===== src/rtl/maroc_sc_loader.sv =====
// Collects the 829-bit MAROC slow-control frame from a host byte stream, launches
// the shift-out transmitter and follows its reported state until FINAL or timeout.
module maroc_sc_loader #(
  parameter int FRAME_BITS     = 829,
  parameter int NBYTES         = 104,
  parameter int TIMEOUT_CYCLES = 4095
) (
  input  logic                  clk_in,
  input  logic                  reset_n_in,
  input  logic [7:0]            byte_in,
  input  logic                  byte_valid_in,
  output logic                  byte_ready_out,
  input  logic                  frame_abort_in,
  input  logic [1:0]            tx_state_in,
  output logic                  start_out,
  output logic [FRAME_BITS-1:0] frame_out,
  output logic                  busy_out,
  output logic                  done_out,
  output logic                  error_out,
  output logic [6:0]            byte_cnt_out
);

  typedef enum logic [2:0] {
    S_IDLE, S_COLLECT, S_LAUNCH, S_WAIT_TX, S_DONE, S_ERROR
  } state_t;

  localparam logic [6:0]  LAST_IDX   = 7'(NBYTES - 1);
  localparam logic [11:0] TMO_LAST   = 12'(TIMEOUT_CYCLES - 1);
  localparam logic [1:0]  TX_SENDING = 2'd2;
  localparam logic [1:0]  TX_FINAL   = 2'd3;

  state_t      state_q, state_d;
  logic [6:0]  cnt_q, cnt_d;
  logic        armed_q, armed_d;
  logic [11:0] tmo_q, tmo_d;
  logic        start_q;
  logic        wr_en;
  logic [6:0]  wr_idx;

  function automatic logic [11:0] sat_inc12(input logic [11:0] v);
    return (v == 12'hFFF) ? v : v + 12'd1;
  endfunction

  assign byte_ready_out = (state_q != S_LAUNCH) && (state_q != S_WAIT_TX);
  assign busy_out       = (state_q == S_LAUNCH) || (state_q == S_WAIT_TX);
  assign done_out       = (state_q == S_DONE);
  assign error_out      = (state_q == S_ERROR);
  assign start_out      = start_q;
  assign byte_cnt_out   = cnt_q;

  always_comb begin
    state_d = state_q;
    cnt_d   = cnt_q;
    armed_d = armed_q;
    tmo_d   = tmo_q;
    wr_en   = 1'b0;
    wr_idx  = 7'd0;
    case (state_q)
      S_IDLE, S_DONE, S_ERROR: begin
        if (byte_valid_in) begin
          wr_en   = 1'b1;
          cnt_d   = 7'd1;
          state_d = S_COLLECT;
        end
      end
      S_COLLECT: begin
        // Abort wins over a byte offered in the same cycle.
        if (frame_abort_in) begin
          cnt_d   = 7'd0;
          state_d = S_IDLE;
        end else if (byte_valid_in) begin
          wr_en  = 1'b1;
          wr_idx = cnt_q;
          cnt_d  = cnt_q + 7'd1;
          if (cnt_q == LAST_IDX) state_d = S_LAUNCH;
        end
      end
      S_LAUNCH: begin
        tmo_d   = 12'd0;
        armed_d = 1'b0;
        state_d = S_WAIT_TX;
      end
      S_WAIT_TX: begin
        if (tx_state_in == TX_SENDING) armed_d = 1'b1;
        tmo_d = sat_inc12(tmo_q);
        // FINAL only counts once SENDING was seen; earlier FINAL is left over from the last frame.
        if (armed_q && tx_state_in == TX_FINAL) state_d = S_DONE;
        else if (tmo_q >= TMO_LAST)              state_d = S_ERROR;
      end
      default: state_d = S_IDLE;
    endcase
  end

  always_ff @(posedge clk_in or negedge reset_n_in) begin
    if (!reset_n_in) begin
      state_q <= S_IDLE;
      cnt_q   <= 7'd0;
      armed_q <= 1'b0;
      tmo_q   <= 12'd0;
      start_q <= 1'b0;
    end else begin
      state_q <= state_d;
      cnt_q   <= cnt_d;
      armed_q <= armed_d;
      tmo_q   <= tmo_d;
      start_q <= (state_d == S_LAUNCH);
    end
  end

  // One register slice per byte; the last byte keeps only the bits that fit the frame.
  for (genvar k = 0; k < NBYTES; k++) begin : g_byte
    localparam int LO = 8 * k;
    localparam int W  = (FRAME_BITS - LO < 8) ? (FRAME_BITS - LO) : 8;
    logic [W-1:0] byte_q;
    always_ff @(posedge clk_in or negedge reset_n_in) begin
      if (!reset_n_in)                         byte_q <= '0;
      else if (wr_en && wr_idx == 7'(k))       byte_q <= byte_in[W-1:0];
    end
    assign frame_out[LO +: W] = byte_q;
  end

endmodule


===== config.mk =====
export PLATFORM = sky130hd
export DESIGN_NAME = maroc_sc_loader
export DESIGN_NICKNAME = d
export VERILOG_FILES = /design/src/rtl/maroc_sc_loader.sv
export SDC_FILE = /design/constraint.sdc
export NUM_CORES = 1
export LEC_CHECK = 0
export CAP_MARGIN = 10
export CORE_AREA = 2 2 337 339
export DETAILED_ROUTE_END_ITERATION = 10
export DIE_AREA = 0 0 339 341
export PLACE_DENSITY = 0.57
export SYNTH_ARGS = -nofsm -noshare
export SYNTH_HDL_FRONTEND = slang
export SYNTH_SLANG_ARGS = --single-unit

===== constraint.sdc =====
create_clock -name clk_in -period 3.2 [get_ports clk_in]
set_input_delay 0.64 -clock clk_in [delete_from_list [all_inputs] [get_ports clk_in]]
set_output_delay 0.64 -clock clk_in [all_outputs]
set_load 0.02 [all_outputs]

# After elaboration in Yosys (flattened, before gate mapping)
# Index checks and enable logic that the tools add are counted.
[op_classes]
n_addsub = 2
reduce_logical = 115
muxes = 21
eq_ne = 119
n_lt_le_gt_ge = 1
[ops]
columns = ["op", "count"]
rows = [
  ["7-bit == test, second input constant", 41],
  ["7-bit by 6-bit == test with 1-bit output, second input constant", 32],
  ["7-bit by 5-bit == test with 1-bit output, second input constant", 16],
  ["1-bit logical AND", 106],
  ["7-bit by 4-bit == test with 1-bit output, second input constant", 8],
  ["7-bit two-way mux", 6],
  ["7-bit by 3-bit == test with 1-bit output, second input constant", 4],
  ["12-bit case mux with 2 select lines", 1],
  ["3-bit two-way mux", 6],
  ["7-bit by 2-bit == test with 1-bit output, second input constant", 2],
  ["7-bit case mux with 2 select lines", 1],
  ["12-bit by 1-bit adder with 12-bit output, second input constant", 1],
  ["12-bit == test, second input constant", 1],
  ["12-bit >= comparator, second input constant", 1],
  ["12-bit two-way mux", 1],
  ["3-bit case mux with 4 select lines", 1],
  ["3-bit by 2-bit == test with 1-bit output, second input constant", 3],
  ["7-bit by 1-bit adder with 7-bit output, second input constant", 1],
  ["7-bit by 1-bit == test with 1-bit output, second input constant", 1],
  ["7-bit zero test", 1],
  ["3-bit == test, second input constant", 2],
  ["3-bit by 2-bit inequality test with 1-bit output, second input constant", 2],
  ["2-bit == test, second input constant", 2],
  ["2-bit inequality test, second input constant", 2],
  ["11 further kinds", 16],
]
[word_totals]
ff_bits = 853
out_inout_bits = 841
in_bits = 14
elab_cells = 367

# Longest topological paths before layout
# Gate-level depths: netlist of run 1.
[depth]
depth_word = 6
ltp_mapped = 7
ltp_nobuf = 5

# Worst setup path before layout of run 1
# OpenSTA, ideal clock, no wires.
[synth_timing]
path_kind = "input to register"
start = "in frame_abort_in"
end = "reg g_byte[71].byte_q[0]"
stages = 6
path_slack_ns = 0.702
required_ns = 3.075
setup_time_ns = 0.125
path_buffers = 2
arrival_time_ns = 2.373
path_cell_list = "or4b_4 -> buf_6 -> or4_4 -> buf_6 -> nor2_8 -> mux2_2"
[synth_between]
elab_chain_len = 4
word_cells_on_any_way = 6
cone_classes = "eq/ne (1); mux (4); reduce/logical (1)"
[synth_lines]
columns = ["item", "line_no", "source"]
rows = [
  ["from (decl)", "13", "input logic frame_abort_in,"],
  ["7-bit two-way mux", "68", "if (frame_abort_in) begin"],
  ["7-bit two-way mux", "58", "case (state_q)"],
  ["7-bit == test", "117", "else if (wr_en && wr_idx == 7'(k)) byte_q <= byte_in[W-1:0];"],
  ["1-bit logical AND *", "117", ""],
  ["to (signal assigned)", "117", ""],
  ["to (decl)", "114", "logic [W-1:0] byte_q;"],
]
# Every way passes the cells marked *; elsewhere a longest branch is shown, timed or not.
# A chain may end at the register's enable or synchronous reset.

# Worst setup path after layout of run 1
[layout_timing]
start = "reg cnt_q[0] (netlist: byte_cnt_out[0])"
end = "reg g_byte[36].byte_q[0]"
[layout_between]
elab_chain_len = 5
[layout_lines]
columns = ["item", "line_no", "source"]
rows = [
  ["from (decl)", "33", "logic [6:0] cnt_q, cnt_d;"],
  ["from (signal assigned)", "103", "cnt_q <= cnt_d;"],
  ["7-bit two-way mux", "71", "end else if (byte_valid_in) begin"],
  ["7-bit two-way mux", "68", ""],
  ["7-bit two-way mux", "58", ""],
  ["7-bit by 6-bit == test with 1-bit output", "117", ""],
  ["1-bit logical AND", "117", ""],
  ["to (signal assigned)", "117", ""],
  ["to (decl)", "114", ""],
]
# No other way between the ends.

==> impl_metrics.ini, run 1 <==
[timing]
period_share_pct = 92.78
clock.fmax_ghz = 0.3368
maxSlewViolCount = 0
setup_viol_count_final = 0
rsz0062_at_grt = false
finalSetupTns_ns = 0
fin_skew_ns = 0.02909
hold_ws_ns = 0.4860
hold_viol = 0
layout_setup_ws_ns = 0.2311
slew_headroom_pct = 20.57
worst_pin_slew_ns = 1.182
fin_crit_ns = 2.969

[setup_path]
worstPathMaxFanout = 8
cp_data_arrival_time_ns = 3.52
crit_path_end_kind = flop
worstSetupPathType = flop to flop
crit_required_ns = 3.75
cp-start-kind = flop

[final_layout]
utilization_pct = 42.56
drive_gt1_share_pct = 37.39
nets = 3055
areaGrowthSynthToFinish_pct = 43.79
final_cell_count_no_fill = 4615

[floorplan]
rows = 123
die_h_um = 341
die_w_um = 339
ios = 855
core_um2 = 111900
start_util_pct = 29.60
die_area_um2 = 115600

[power]
power_leakage_nw = 22.86
powerDensity_nw_per_um2 = 523.5
peakVddDrop_v = 0.0004932

[cts]
htree_levels = 3
clk_pin_slew_ns = 0.06
cts_num_sinks = 853
cts_setup_buffers = 0
cts_tree = done
root_buffer = clkbuf_16
insertion_delay_ns = 0.68
cts_buffers = 96
clockBufferDepth = 3

[placed_design]
dp.cells = 4439
place_worst_setup_slack_ns = -0.02129
port_buffers = 854
dp_hpwl_um = 84440
gp_congestion = 0.7912

[worst_hold_path]
holdCritPathClass = flop to flop

[global_route]
grtUsageTotal_pct = 20.25
grt_pass1_vias = 21986
overflow = 0
grt_pass1_wl_um = 170500
antenna_found_initial = 1
grt_max_degree = 105

[route]
wl_per_cell_um = 26.01
vias = 21363
drc = 0
wirelength_um = 120000
first_iter_violations = 893
drtPass1Iterations = 4
antenna_left = 0
vias_per_cell = 4.629

[logic_synthesis]
ys_warn_count = 0
synth_cells = 2092
netlist_area_um2 = 33120
synth_seq_cells = 853
syn_nets = 2109
synthDistinctLibCells = 54
syn-mean-instance-area_um2 = 15.83
yosysSeqAreaShare_pct = 64.45

[flow_run]
drv_cap = 0

[status]
status = finished clean
==> path summary, 6_finish.rpt <==
check / from / cells after the start / endpoint / slack [ns]
worst max-delay path: byte_cnt_out[0] / 5 / g_byte[36].byte_q[0] / 0.23
worst min-delay path: g_byte[78].byte_q[7] / 1 / g_byte[78].byte_q[7] / 0.49
worst max register to register: byte_cnt_out[0] / 5 / g_byte[36].byte_q[0] / 0.23
worst min register to register: g_byte[78].byte_q[7] / 1 / g_byte[78].byte_q[7] / 0.49
max in group asynchronous: reset_n_in / 4 / g_byte[77].byte_q[2] / 1.63
min in group asynchronous: reset_n_in / 2 / g_byte[71].byte_q[2] / 0.57
==> through the flow <==
step                      power (mW)  cell area (µm²)
final                          24.93            47620
after global routing           25.88            47620
after floorplan                12.52            33120
after CTS                      25.28            47620
after global placement         13.97            44390
after detailed placement       13.98            44390
==> area by class of cell <==
| type | instances | area (µm²) |
|---|---|---|
| fill | 10498 | 64260 |
| sequential | 853 | 21350 |
| multi-input combinational | 1105 | 11220 |
| timing repair buffer | 976 | 9942 |
| clock buffer | 143 | 2799 |
| tap | 1500 | 1877 |
| clock inverter | 30 | 415.4 |
| inverter | 6 | 22.52 |
| antenna | 2 | 5.005 |
==> state kept, by name, indices dropped and copies added, names as in the netlist <==
register	count
tmo_q	12
state_q	3
byte_cnt_out	7
g_byte.byte_q	829
start_out	1
armed_q	1
==> cells in the final DEF, fill, tap and decap left out, drive strengths merged, types with 3 or more instances in the layout <==
cell | synthesis | layout
and3 | 12 | 12
bufinv | 0 | 6
nand2 | 61 | 61
clkdlybuf4s50 | 0 | 844
a21oi | 4 | 4
clkinv | 0 | 20
nor2b | 13 | 13
nand4 | 8 | 8
clkbuf | 97 | 143
nor2 | 69 | 69
or4 | 6 | 6
o31ai | 5 | 5
a31oi | 8 | 8
or3 | 5 | 5
dfrtp | 853 | 853
and4 | 3 | 3
inv | 6 | 8
mux2 | 829 | 829
ha | 3 | 3
nor4 | 4 | 4
and2 | 3 | 3
nand2b | 11 | 11
o21ai | 13 | 13
nor3 | 9 | 9
nand3 | 17 | 17
buf | 31 | 130
==> critical path: stages, from the launching register on <==
cell and delay (ns):
dfrtp_1 0.49, buf_4 0.22, nand2b_1 0.27, nor3_1 0.96, nand2_1 0.52, mux2_2 0.41
==> report_power, final <==
part | internal [mW] | switching [mW]
Combinational | 0.900 | 1.58
Sequential | 11.0 | 0.230
Clock | 6.56 | 4.61
Total | 18.5 | 6.42
==> Yosys cell counts, drive strengths merged <==
cell type  number  area, µm²
nand3b          1      7.510
and3b           1      8.760
nand3          17      85.08
a31oi           8      50.05
and2            3      18.77
o32a            1      10.01
or3             5      31.28
nor3b           1      7.510
dfrtp         853      21350
a31o            1      8.760
o31ai           5      37.54
o22ai           1      6.260
ha              3      37.54
a2bb2oi         1      8.760
o211ai          1      7.510
mux2          829       9335
a211oi          2      15.01
nor2b          13      81.33
o21ai          13      65.06
mux2i           2      20.02
nor2           69      639.4
clkbuf         97      364.1
a311oi          1      8.760
and4            3      26.28
or2             1      6.260
nand2b         11      68.82
a22o            2      17.52
nor3            9      50.05
a41oi           1      8.760
inv             6      22.52
a21oi           4      20.02
buf            31      187.7
o311ai          2      17.52
nor4b           1      23.77
nand4           8      56.30
or4             6      48.80
a22oi           1      7.510
nor4            4      40.04
and3           12      75.07
nand2          61      229.0
or4b            1      13.76
==> kinds of logic after synthesis <==
| kind of cell | count (synthesis) | share of synthesized area [%] |
|---|---|---|
| flip-flops | 853 | 64.45 |
| multiplexers | 831 | 28.25 |
| AND/OR/NAND/NOR | 227 | 4.583 |
| buffers and inverters | 134 | 1.734 |
| AO/OA/AOI/OAI | 44 | 0.8728 |
| adder cells (fa/ha/maj) | 3 | 0.1133 |
==> timing repair <==
item	4_1_cts	5_1_grt
endpoints found under the setup margin	0	1
hold buffers	1	0
gates resized for setup	0	1
endpoints found under the hold margin	33	0
==> metal layers <==
metal | up-vias | track usage [%] | wire [µm]
met5 | - | 0 | 0
met3 | 152 | 5.765 | 7556
met4 | 0 | 6.630 | 3735
li1 | 9279 | - | -
met1 | 11336 | 24.68 | 49090
met2 | 596 | 34.45 | 59660
(Power assumes the default switching activity.)
==> run 2, diff against run 1 <==
--- a/config.mk
+++ b/config.mk
@@ -10,6 +10,7 @@
 export DETAILED_ROUTE_END_ITERATION = 10
 export DIE_AREA = 0 0 339 341
 export PLACE_DENSITY = 0.57
+export SKIP_LAST_GASP = 1
 export SYNTH_ARGS = -nofsm -noshare
 export SYNTH_HDL_FRONTEND = slang
 export SYNTH_SLANG_ARGS = --single-unit
==> results of run 2 <==
Final layout, timing and power as in run 1 (identical DEF).
